--- src/rtl/bsg_dmc_pkg.sv ---
// Shared types for the DMC read-gate calibration logic: sequencer states,
// tap count and a run-length helper used by the window finder.
package bsg_dmc_pkg;

    localparam int dmc_cal_taps_gp = 8;

    typedef enum logic [2:0] {
        CAL_IDLE,
        CAL_SETTLE,
        CAL_ISSUE,
        CAL_WAIT,
        CAL_EVAL,
        CAL_PICK,
        CAL_DONE
    } cal_state_e;

    // Number of contiguous set bits in mask beginning at index start (no wrap).
    function automatic logic [3:0] run_length(input logic [dmc_cal_taps_gp-1:0] mask,
                                              input int start);
        logic [3:0] len;
        logic       stop;
        len  = '0;
        stop = 1'b0;
        for (int j = 0; j < dmc_cal_taps_gp; j++) begin
            if (j >= start && !stop) begin
                if (mask[j]) len = len + 4'd1;
                else         stop = 1'b1;
            end
        end
        return len;
    endfunction

endpackage

--- src/rtl/bsg_dmc_cal_window_finder.sv ---
// Picks the centre tap of the longest run of passing taps; the lowest-starting
// run wins a tie, and an even-length run rounds its centre down.
module bsg_dmc_cal_window_finder
    import bsg_dmc_pkg::*;
(
    input  logic [dmc_cal_taps_gp-1:0] mask_i,
    output logic                       found_o,
    output logic [2:0]                 tap_o
);

    logic [3:0] run_len [dmc_cal_taps_gp];

    for (genvar gi = 0; gi < dmc_cal_taps_gp; gi++) begin : g_run
        assign run_len[gi] = run_length(mask_i, gi);
    end

    logic [3:0] best_len;
    logic [2:0] best_start;

    always_comb begin
        best_len   = '0;
        best_start = '0;
        // Strict '>' keeps the earliest start when lengths tie.
        for (int s = 0; s < dmc_cal_taps_gp; s++) begin
            if (run_len[s] > best_len) begin
                best_len   = run_len[s];
                best_start = 3'(s);
            end
        end
        found_o = (best_len != 4'd0);
        tap_o   = best_start + 3'((best_len - 4'd1) >> 1);
    end

endmodule

--- src/rtl/bsg_dmc_dqs_gate_cal.sv ---
// DQS read-gate calibration: sweeps the 8 gate taps, issues training reads on
// each, and drives the centre of the widest passing window to the PHY.
module bsg_dmc_dqs_gate_cal
    import bsg_dmc_pkg::*;
#(
    parameter int dq_data_width_p = 8,
    parameter int reads_per_tap_p = 4,
    parameter int settle_p        = 8,
    parameter int timeout_p       = 64,
    parameter int default_tap_p   = 0
) (
    input  logic                           clk_i,
    input  logic                           reset_i,
    input  logic                           start_i,
    output logic                           rd_req_o,
    input  logic                           rd_ready_i,
    input  logic                           rddata_valid_i,
    input  logic [2*dq_data_width_p-1:0]   rddata_i,
    input  logic [2*dq_data_width_p-1:0]   expected_i,
    output logic [2:0]                     dqs_sel_cal_o,
    output logic                           busy_o,
    output logic                           done_o,
    output logic                           fail_o,
    output logic [dmc_cal_taps_gp-1:0]     pass_mask_o
);

    localparam int rd_cnt_w_lp     = $clog2(reads_per_tap_p + 1);
    localparam int settle_cnt_w_lp = $clog2(settle_p + 1);
    localparam int to_cnt_w_lp     = $clog2(timeout_p + 1);

    localparam logic [rd_cnt_w_lp-1:0]     reads_lp       = rd_cnt_w_lp'(reads_per_tap_p);
    localparam logic [settle_cnt_w_lp-1:0] settle_last_lp = settle_cnt_w_lp'(settle_p - 1);
    localparam logic [to_cnt_w_lp-1:0]     to_limit_lp    = to_cnt_w_lp'(timeout_p);
    localparam logic [2:0]                 default_tap_lp = 3'(default_tap_p);
    localparam logic [2:0]                 last_tap_lp    = 3'(dmc_cal_taps_gp - 1);

    cal_state_e                   state_reg, state_next;
    logic [2:0]                   tap_reg;
    logic [2:0]                   dqs_sel_reg;
    logic [rd_cnt_w_lp-1:0]       rd_cnt_reg;
    logic [settle_cnt_w_lp-1:0]   settle_cnt_reg;
    logic [to_cnt_w_lp-1:0]       to_cnt_reg;
    logic                         tap_ok_reg;
    logic                         done_reg;
    logic                         fail_reg;
    logic [dmc_cal_taps_gp-1:0]   pass_mask_reg;

    logic       settle_done, timed_out, reads_left, last_tap;
    logic       win_found;
    logic [2:0] win_tap;

    assign settle_done = (settle_cnt_reg == settle_last_lp);
    assign timed_out   = (to_cnt_reg == to_limit_lp);
    assign reads_left  = (rd_cnt_reg < reads_lp);
    assign last_tap    = (tap_reg == last_tap_lp);

    bsg_dmc_cal_window_finder window_finder (
        .mask_i  (pass_mask_reg),
        .found_o (win_found),
        .tap_o   (win_tap)
    );

    always_comb begin
        state_next = state_reg;
        unique case (state_reg)
            CAL_IDLE, CAL_DONE: if (start_i)     state_next = CAL_SETTLE;
            CAL_SETTLE:         if (settle_done) state_next = CAL_ISSUE;
            CAL_ISSUE:          if (rd_ready_i)  state_next = CAL_WAIT;
            CAL_WAIT:           if (rddata_valid_i || timed_out) state_next = CAL_EVAL;
            CAL_EVAL: begin
                if (reads_left)    state_next = CAL_ISSUE;
                else if (last_tap) state_next = CAL_PICK;
                else               state_next = CAL_SETTLE;
            end
            CAL_PICK:           state_next = CAL_DONE;
            default:            state_next = CAL_IDLE;
        endcase
    end

    always_ff @(posedge clk_i) begin
        if (reset_i) begin
            state_reg      <= CAL_IDLE;
            tap_reg        <= '0;
            dqs_sel_reg    <= default_tap_lp;
            rd_cnt_reg     <= '0;
            settle_cnt_reg <= '0;
            to_cnt_reg     <= '0;
            tap_ok_reg     <= 1'b0;
            done_reg       <= 1'b0;
            fail_reg       <= 1'b0;
            pass_mask_reg  <= '0;
        end else begin
            state_reg <= state_next;
            unique case (state_reg)
                CAL_IDLE, CAL_DONE: begin
                    if (start_i) begin
                        tap_reg        <= '0;
                        dqs_sel_reg    <= '0;
                        rd_cnt_reg     <= '0;
                        settle_cnt_reg <= '0;
                        tap_ok_reg     <= 1'b1;
                        done_reg       <= 1'b0;
                        fail_reg       <= 1'b0;
                        pass_mask_reg  <= '0;
                    end
                end
                CAL_SETTLE: begin
                    if (!settle_done) settle_cnt_reg <= settle_cnt_reg + 1'b1;
                end
                CAL_ISSUE: begin
                    if (rd_ready_i) begin
                        to_cnt_reg <= to_cnt_w_lp'(1);
                        if (rd_cnt_reg != reads_lp) rd_cnt_reg <= rd_cnt_reg + 1'b1;
                    end
                end
                CAL_WAIT: begin
                    // A beat landing on the expiry cycle is judged on its data.
                    if (rddata_valid_i ? (rddata_i != expected_i) : timed_out)
                        tap_ok_reg <= 1'b0;
                    if (!timed_out) to_cnt_reg <= to_cnt_reg + 1'b1;
                end
                CAL_EVAL: begin
                    if (!reads_left) begin
                        pass_mask_reg[tap_reg] <= tap_ok_reg;
                        if (!last_tap) begin
                            tap_reg        <= tap_reg + 3'd1;
                            dqs_sel_reg    <= tap_reg + 3'd1;
                            rd_cnt_reg     <= '0;
                            settle_cnt_reg <= '0;
                            tap_ok_reg     <= 1'b1;
                        end
                    end
                end
                CAL_PICK: begin
                    done_reg    <= 1'b1;
                    fail_reg    <= !win_found;
                    dqs_sel_reg <= win_found ? win_tap : default_tap_lp;
                end
                default: ;
            endcase
        end
    end

    assign rd_req_o      = (state_reg == CAL_ISSUE);
    assign busy_o        = (state_reg != CAL_IDLE) && (state_reg != CAL_DONE);
    assign done_o        = done_reg;
    assign fail_o        = fail_reg;
    assign pass_mask_o   = pass_mask_reg;
    assign dqs_sel_cal_o = dqs_sel_reg;

endmodule

--- config.mk ---
export PLATFORM = sky130hd
export DESIGN_NAME = bsg_dmc_dqs_gate_cal
export DESIGN_NICKNAME = d
export VERILOG_FILES = /design/src/rtl/bsg_dmc_pkg.sv /design/src/rtl/bsg_dmc_cal_window_finder.sv /design/src/rtl/bsg_dmc_dqs_gate_cal.sv
export SDC_FILE = /design/constraint.sdc
export NUM_CORES = 1
export LEC_CHECK = 0
export ABC_AREA = 1
export BUFFER_PORTS_ARGS = -buffer_cell sky130_fd_sc_hd__buf_2
export CAP_MARGIN = 20
export CORE_ASPECT_RATIO = 1.2
export CORE_MARGIN = 5
export CORE_UTILIZATION = 45
export DETAILED_ROUTE_END_ITERATION = 8
export PLACE_DENSITY = 0.72
export SETUP_SLACK_MARGIN = 0.4
export SLEW_MARGIN = 0
export SYNTH_ARGS = -nofsm -noshare
export SYNTH_HDL_FRONTEND = slang
export SYNTH_SLANG_ARGS = --single-unit
export TNS_END_PERCENT = 1
--- constraint.sdc ---
create_clock -name clk_i -period 12.6 [get_ports clk_i]
set_input_delay 1.26 -clock clk_i [delete_from_list [all_inputs] [get_ports clk_i]]
set_output_delay 1.26 -clock clk_i [all_outputs]
set_load 0.01 [all_outputs]
Word level (Yosys, flattened, before mapping)
Cells that the tools add are included.
{"block": "totals", "elab_cells": 255, "ff_bits": 34, "in_bits": 37}
{"block": "op_classes", "n_addsub": 34, "n_reduce_logical": 24, "n_eq_ne": 22, "magnitude_cmp": 11, "mux": 154}
{"op": "4-bit two-way mux", "n": 68}
{"op": "4-bit by 1-bit adder with 4-bit output, second input constant", "n": 23}
{"op": "3-bit two-way mux", "n": 18}
{"op": "1-bit two-way mux", "n": 50}
{"op": "4-bit > comparator", "n": 6}
{"op": "3-bit one-hot mux with 3 select lines", "n": 2}
{"op": "3-bit one-hot mux with 6 select lines", "n": 1}
{"op": "8-bit two-way mux", "n": 2}
{"op": "16-bit != test", "n": 1}
{"op": "2-bit != test, second input constant", "n": 8}
{"op": "8-bit one-hot mux with 2 select lines", "n": 1}
{"op": "3-bit nonzero test", "n": 5}
{"op": "7-bit two-way mux", "n": 2}
{"op": "7-bit one-hot mux with 2 select lines", "n": 1}
{"op": "1-bit by 1-bit adder with 2-bit output, second input constant", "n": 6}
{"op": "3-bit equality test, second input constant", "n": 4}
{"op": "4-bit one-hot mux with 3 select lines", "n": 1}
{"op": "4-bit AND reduction", "n": 3}
{"op": "5-bit AND reduction", "n": 2}
{"op": "8-bit bitwise mux", "n": 1}
{"op": "7-bit by 1-bit adder with 7-bit output, second input constant", "n": 1}
{"op": "7-bit equality test, second input constant", "n": 1}
{"op": "3-bit by 1-bit adder with 3-bit output, second input constant", "n": 2}
{"op": "3-bit by 2-bit equality test with 1-bit output, second input constant", "n": 2}
{"op": "26 further kinds", "n": 34}

Logic depth before layout (Yosys ltp)
{"block": "depth", "ltp_word": 42, "depth_mapped": 88, "ltp_nobuf": 87}

By module
From an unflattened synthesis, not the netlist that was laid out.
{"block": "hier_totals", "hier_cells": 768, "hier_area_um2": 4544.4}
{"module": "bsg_dmc_cal_window_finder", "area_each_um2": 2419.8, "cells_per_inst": 426, "instances": 1, "seq_area_each_um2": 0.0}
{"module": "bsg_dmc_dqs_gate_cal", "area_each_um2": 2124.5, "cells_per_inst": 342, "instances": 1, "seq_area_each_um2": 680.7}

Worst setup path before layout
OpenSTA, ideal clock, no wires.
{"block": "synth_path", "path_type": "register to register", "start": "register pass_mask_reg[2], in the netlist pass_mask_o[2]", "end": "register dqs_sel_reg[2], in the netlist dqs_sel_cal_o[2]", "arrival_time_ns": 10.618, "period_less_slack_ns": 10.688, "setup_time_ns": 0.070, "path_stages_with_launch": 84, "n_path_buf": 1, "slack_ns": 1.912, "cell_sequence": "dfxtp_1 -> buf_4 -> nand2_1 -> inv_2 -> ha_1 -> inv_1 -> a21oi_1 -> ha_1 -> or2_0 -> nand2_1 -> inv_2 -> ha_1 -> nand2_1 -> nand2_1 -> ha_1 -> o21ai_0 -> inv_1 -> ha_1 -> (+48 left out) -> nor2_1 -> a21oi_1 -> nand3_4 -> nand2_1 -> o21ai_2 -> ha_1 -> or2_2 -> nor2_2 -> nand3_1 -> nand2_2 -> inv_1 -> ha_1 -> inv_1 -> ha_1 -> fa_1 -> nand3_1 -> nand3_1 -> a21oi_1"}
{"block": "synth_between", "elab_chain_len": 37}
{"item": "start: declaration", "line": "bsg_dmc_dqs_gate_cal.sv:46", "rtl": "logic [dmc_cal_taps_gp-1:0] pass_mask_reg;"}
{"item": "start signal: indexed assignment", "line": "bsg_dmc_dqs_gate_cal.sv:124", "rtl": "pass_mask_reg[tap_reg] <= tap_ok_reg;"}
{"item": "4-bit two-way mux", "line": "bsg_dmc_pkg.sv:26", "rtl": "if (mask[j]) len = len + 4'd1;"}
{"item": "4-bit two-way mux", "line": "bsg_dmc_pkg.sv:25", "rtl": "if (j >= start && !stop) begin"}
{"item": "4-bit by 1-bit adder with 4-bit output", "line": "bsg_dmc_pkg.sv:26"}
{"item": "4-bit two-way mux", "line": "bsg_dmc_pkg.sv:26"}
{"item": "4-bit two-way mux", "line": "bsg_dmc_pkg.sv:25"}
{"item": "4-bit by 1-bit adder with 4-bit output", "line": "bsg_dmc_pkg.sv:26"}
{"item": "4-bit two-way mux", "line": "bsg_dmc_pkg.sv:26"}
{"item": "4-bit two-way mux", "line": "bsg_dmc_pkg.sv:25"}
{"item": "(+21 left out)"}
{"item": "4-bit > comparator", "line": "bsg_dmc_cal_window_finder.sv:25", "rtl": "if (run_len[s] > best_len) begin"}
{"item": "4-bit two-way mux", "line": "bsg_dmc_cal_window_finder.sv:25"}
{"item": "1-bit by 4-bit > comparator with 1-bit output", "line": "bsg_dmc_cal_window_finder.sv:25"}
{"item": "4-bit two-way mux", "line": "bsg_dmc_cal_window_finder.sv:25"}
{"item": "4-bit by 1-bit subtractor with 4-bit output", "line": "bsg_dmc_cal_window_finder.sv:31", "rtl": "tap_o = best_start + 3'((best_len - 4'd1) >> 1);"}
{"item": "3-bit adder", "line": "bsg_dmc_cal_window_finder.sv:31"}
{"item": "3-bit two-way mux (*)", "line": "bsg_dmc_dqs_gate_cal.sv:137", "rtl": "dqs_sel_reg <= win_found ? win_tap : default_tap_lp;"}
{"item": "3-bit one-hot mux with 3 select lines (*)", "line": "bsg_dmc_dqs_gate_cal.sv:94", "rtl": "unique case (state_reg)"}
{"item": "end signal: assignment", "line": "bsg_dmc_dqs_gate_cal.sv:84", "rtl": "dqs_sel_reg <= default_tap_lp;"}
{"item": "end signal: assignment", "line": "bsg_dmc_dqs_gate_cal.sv:127", "rtl": "dqs_sel_reg <= tap_reg + 3'd1;"}
{"item": "end signal: assignment", "line": "bsg_dmc_dqs_gate_cal.sv:137"}
{"item": "end: declaration", "line": "bsg_dmc_dqs_gate_cal.sv:39", "rtl": "logic [2:0] dqs_sel_reg;"}
Every way passes the cells marked *; elsewhere a longest branch is shown, timed or not.
A chain may end at the register's enable or synchronous reset.

Worst setup path after layout
Ends and elaborated chain as after synthesis.

==> impl_summary.md <==
Outcome
The run finished with clean final reports.

Drt
The number of routed nets with antenna violations is 0. The via count of the routed design is 4503. In the final routed layout, each cell accounts on average for 11.9 um. The first TritonRoute pass finished after 4 iterations.

The final routed wirelength across all metal layers is 10300 um. After detailed routing, the number of remaining DRC violations is 0. The number of violations reported at the end of detailed-routing iteration 0 is 146. Dividing the detail-routed via count by the number of cells gives 5.21.

Timing
The number of hold-slack violations in the final timing report came to 0. The worst setup slack after layout is 1.41 ns. The tightest hold path in the finished design has a slack of 0.471 ns. The shortest clock period the worst path allows after layout is 11.19 ns. For the pin with the worst max-slew slack, the measured transition is 0.654 ns. For this run, the top clock speed supported by timing is 89.4 MHz. The final-report max-slew violation count is 0.

Setup violations remaining at the end of the flow were counted as 0. The setup total negative slack is 0 ns. In this run the tightest slew margin relative to its limit is 56.3%. Setup repair after global routing left no endpoint under its margin. The final period utilization is 88.8%. For the final database, setup skew stands at 0.00788 ns.

Synth
The cell area after synthesis is 4200 sq um. The synthesized net count is 776. The post-synthesis register bit count is 34. The count of distinct cell types in the synthesized netlist is 49.

In this run, synthesis inferred 0 flip-flops with an integrated enable. Synthesis produced 692 cells. The mean post-synth cell area is 6.06 sq um. The sequential-to-total area share from yosys stat is 16.2%. After synthesis, the share of flip-flops with an asynchronous set or reset is 0%. During synthesis, Yosys emitted a total of 0 warnings.

The main flop type after synthesis is sky130_fd_sc_hd__dfxtp_1.

Clock network
The sink count of the clock tree is 34. The cell at the root of the clock tree is sky130_fd_sc_hd__clkbuf_8. The maximum number of buffers from clock root to sink is 2. The TritonCTS clock tree is done. The clock-pin transition on the worst setup and hold timing paths is 0.08 ns. The clock buffer count from CTS is 5.

For this design, the CTS-stage hold fixing added 0 buffers. The worst-skew pair later-pin latency is 0.29 ns. The number of H-tree levels is 2.

Global routing
The first-pass GRT wire length is 17800 um. The number of global-route vias before repair is 4267. The total grt overflow is 0.

Entering global routing, the biggest net connects 18 pins. Global routing used 18.2% of the available tracks across all layers. The initial antenna violation count is 0.

Cells and area
The number of flip-flops under the largest register name is 8. After filler insertion, the fill cell instance count of the layout stands at 918. The library cell used most frequently in the layout, excluding fill and tap cells, is sky130_fd_sc_hd__nand2_1. In the final layout, the share of cells above drive strength 1 is 16.8%.

The final design utilization is 52.6%. The final design area excluding fillers is 4780 sq um. The number of nets in the final layout is 827. The relative area change from synthesis to final layout is 13.9%. The library cells used most frequently in the layout, excluding fill and tap cells, are sky130_fd_sc_hd__nand2_1, sky130_fd_sc_hd__inv_1, sky130_fd_sc_hd__nor2_1.

The antenna diode count is 0.

Placed design
The HPWL after detailed placement is 8630 um. Timing analysis after detailed placement gives a worst setup slack of 0.723 ns. Buffers placed on the I/O ports in this run total 51. The congestion estimate from routability-driven global placement came to 0.968.

The standard cell area after detailed placement is 4540 sq um.

Setup path
The arrival time at the worst endpoint is 11.42 ns. The family with the most delay on the worst path is adder cells. The largest stage delay on the critical path is 0.39 ns.

The path type of the worst setup path is register to register. The register-to-register setup slack is 1.41 ns. The startpoint identified for the worst register-to-register timing path is pass_mask_o[2]. The kind of launch point of the worst setup path is a register. For the worst setup path, the data required time is 12.83 ns.

The largest individual stage delay along the critical path comes from the cell sky130_fd_sc_hd__dfxtp_4. The capturing point of the worst reg2reg path is dqs_sel_cal_o[2]. Along the worst path, the maximum fanout reaches 9.

The worst setup path is captured at a register. The number of buffer and inverter stages on the critical path is 14. The path depth of the worst reg2reg path is 81.

Floorplanning
The die width is 98.1 um. The floorplan step set the die height to 116 um. Pin placement for this block handled 52 I/O pins. The effective utilization at floorplan is 46.2%. The die covers 11400 sq um. The core area is 9080 sq um. The number of placement rows is 38.

Run
The max-capacitance violation count is 0.

Power and ir drop
The leakage power summed over all cells is 2.49 nW. The maximum vdd drop is 0.144 mV. The power density of the placed cells is 168 nW/um^2.

Hold path
Counting instances, the worst hold path has a depth of 1. The launch instance of the worst min-delay path is settle_cnt_reg[2]. The worst hold path terminates at settle_cnt_reg[2]. The path category of the worst min-delay check is register to register.
==> cells in the mapped netlist, drive strengths merged (3+ instances only) <==
| cell | count | share of area [%] |
|---|---|---|
| dfxtp | 34 | 16 |
| nor4 | 3 | 0.45 |
| nor3 | 19 | 2.4 |
| xnor2 | 10 | 2.1 |
| nor2 | 82 | 8.0 |
| nand3 | 52 | 7.2 |
| buf | 6 | 0.95 |
| inv | 118 | 11 |
| ha | 46 | 14 |
| a21oi | 40 | 4.8 |
| o21ai | 53 | 6.5 |
| nor3b | 6 | 1.1 |
| clkbuf | 5 | 0.45 |
| a211oi | 3 | 0.54 |
| and2 | 3 | 0.45 |
| or2 | 3 | 0.45 |
| a31oi | 5 | 0.75 |
| nand4 | 15 | 2.4 |
| o21a | 3 | 0.54 |
| nand2 | 162 | 16 |
| xor2 | 6 | 1.3 |
==> report_power, final <==
group	total (mW)	internal (mW)	switching, mW
registers	0.141	0.124	0.0170
clock network	0.121	0.0793	0.0422
logic	0.538	0.206	0.331
total	0.800	0.410	0.391
==> worst reg2reg max path, delay by kind of cell, from the launching register on <==
kind / cells / cell delay, ns
AO/OA/AOI/OAI: 15 / 1.76
flip-flops: 1 / 0.39
AND/OR/NAND/NOR: 37 / 3.83
adder cells (fa/ha/maj): 15 / 4.31
buffers and inverters: 14 / 0.81
==> how the worst max path moves through the flow <==
stage                       end  cells past startpoint            from
3_3_place_gp   dqs_sel_cal_o[2]                     82  pass_mask_o[2]
4_1_cts        dqs_sel_cal_o[2]                     82  pass_mask_o[2]
3_5_place_dp   dqs_sel_cal_o[1]                     81  pass_mask_o[2]
2_1_floorplan  dqs_sel_cal_o[2]                     83  pass_mask_o[2]
5_1_grt        dqs_sel_cal_o[2]                     81  pass_mask_o[2]
6_report       dqs_sel_cal_o[2]                     81  pass_mask_o[2]
==> metal layers <==
metal | part of all wire [%] | GRT usage, % | vias up | wire [um]
met4 | 1.8 | 4.46 | 0 | 186
met2 | 53 | 36.4 | 84 | 5430
li1 | - | - | 2364 | -
met3 | 3.8 | 2.05 | 22 | 394
met5 | 0 | 0 | - | 0
met1 | 42 | 20.4 | 2033 | 4270
==> final cells by class <==
class	count	area, sq um	share of cell area, %
Multi-Input combinational cell	527	3070	64.2
Tap cell	120	150	3.14
Inverter	120	450	9.43
Timing Repair Buffer	55	285	5.97
Clock inverter	3	68.8	1.44
Sequential cell	34	688	14.4
Clock buffer	5	68.8	1.44
==> metrics by stage <==
step / instances / total power [mW]
after CTS: 860 / 0.784
after floorplan: 692 / 0.549
final: 864 / 0.800
after global routing: 864 / 0.897
after global placement: 852 / 0.633
after detailed placement: 852 / 0.659
==> cells by family (layout without fill, tap and decap cells) <==
kind of cell / Yosys count / after routing / share of synthesized area [%]
and+or+nand+nor: 348 / 348 / 38.8
xor gates and xnor gates: 16 / 16 / 3.34
adders and majority gates: 47 / 47 / 14.2
buffers and inverters: 131 / 183 / 12.1
DFF: 34 / 34 / 16.2
AOI/OAI and AO/OA: 116 / 116 / 15.3
==> timing repair <==
| action | 4_1_cts | 5_1_grt |
|---|---|---|
| setup buffers | 0 | 4 |
| gates resized for setup | 0 | 22 |
| setup endpoints to repair | 0 | 4 |
Note: power is estimated with default switching activity, not from simulation.
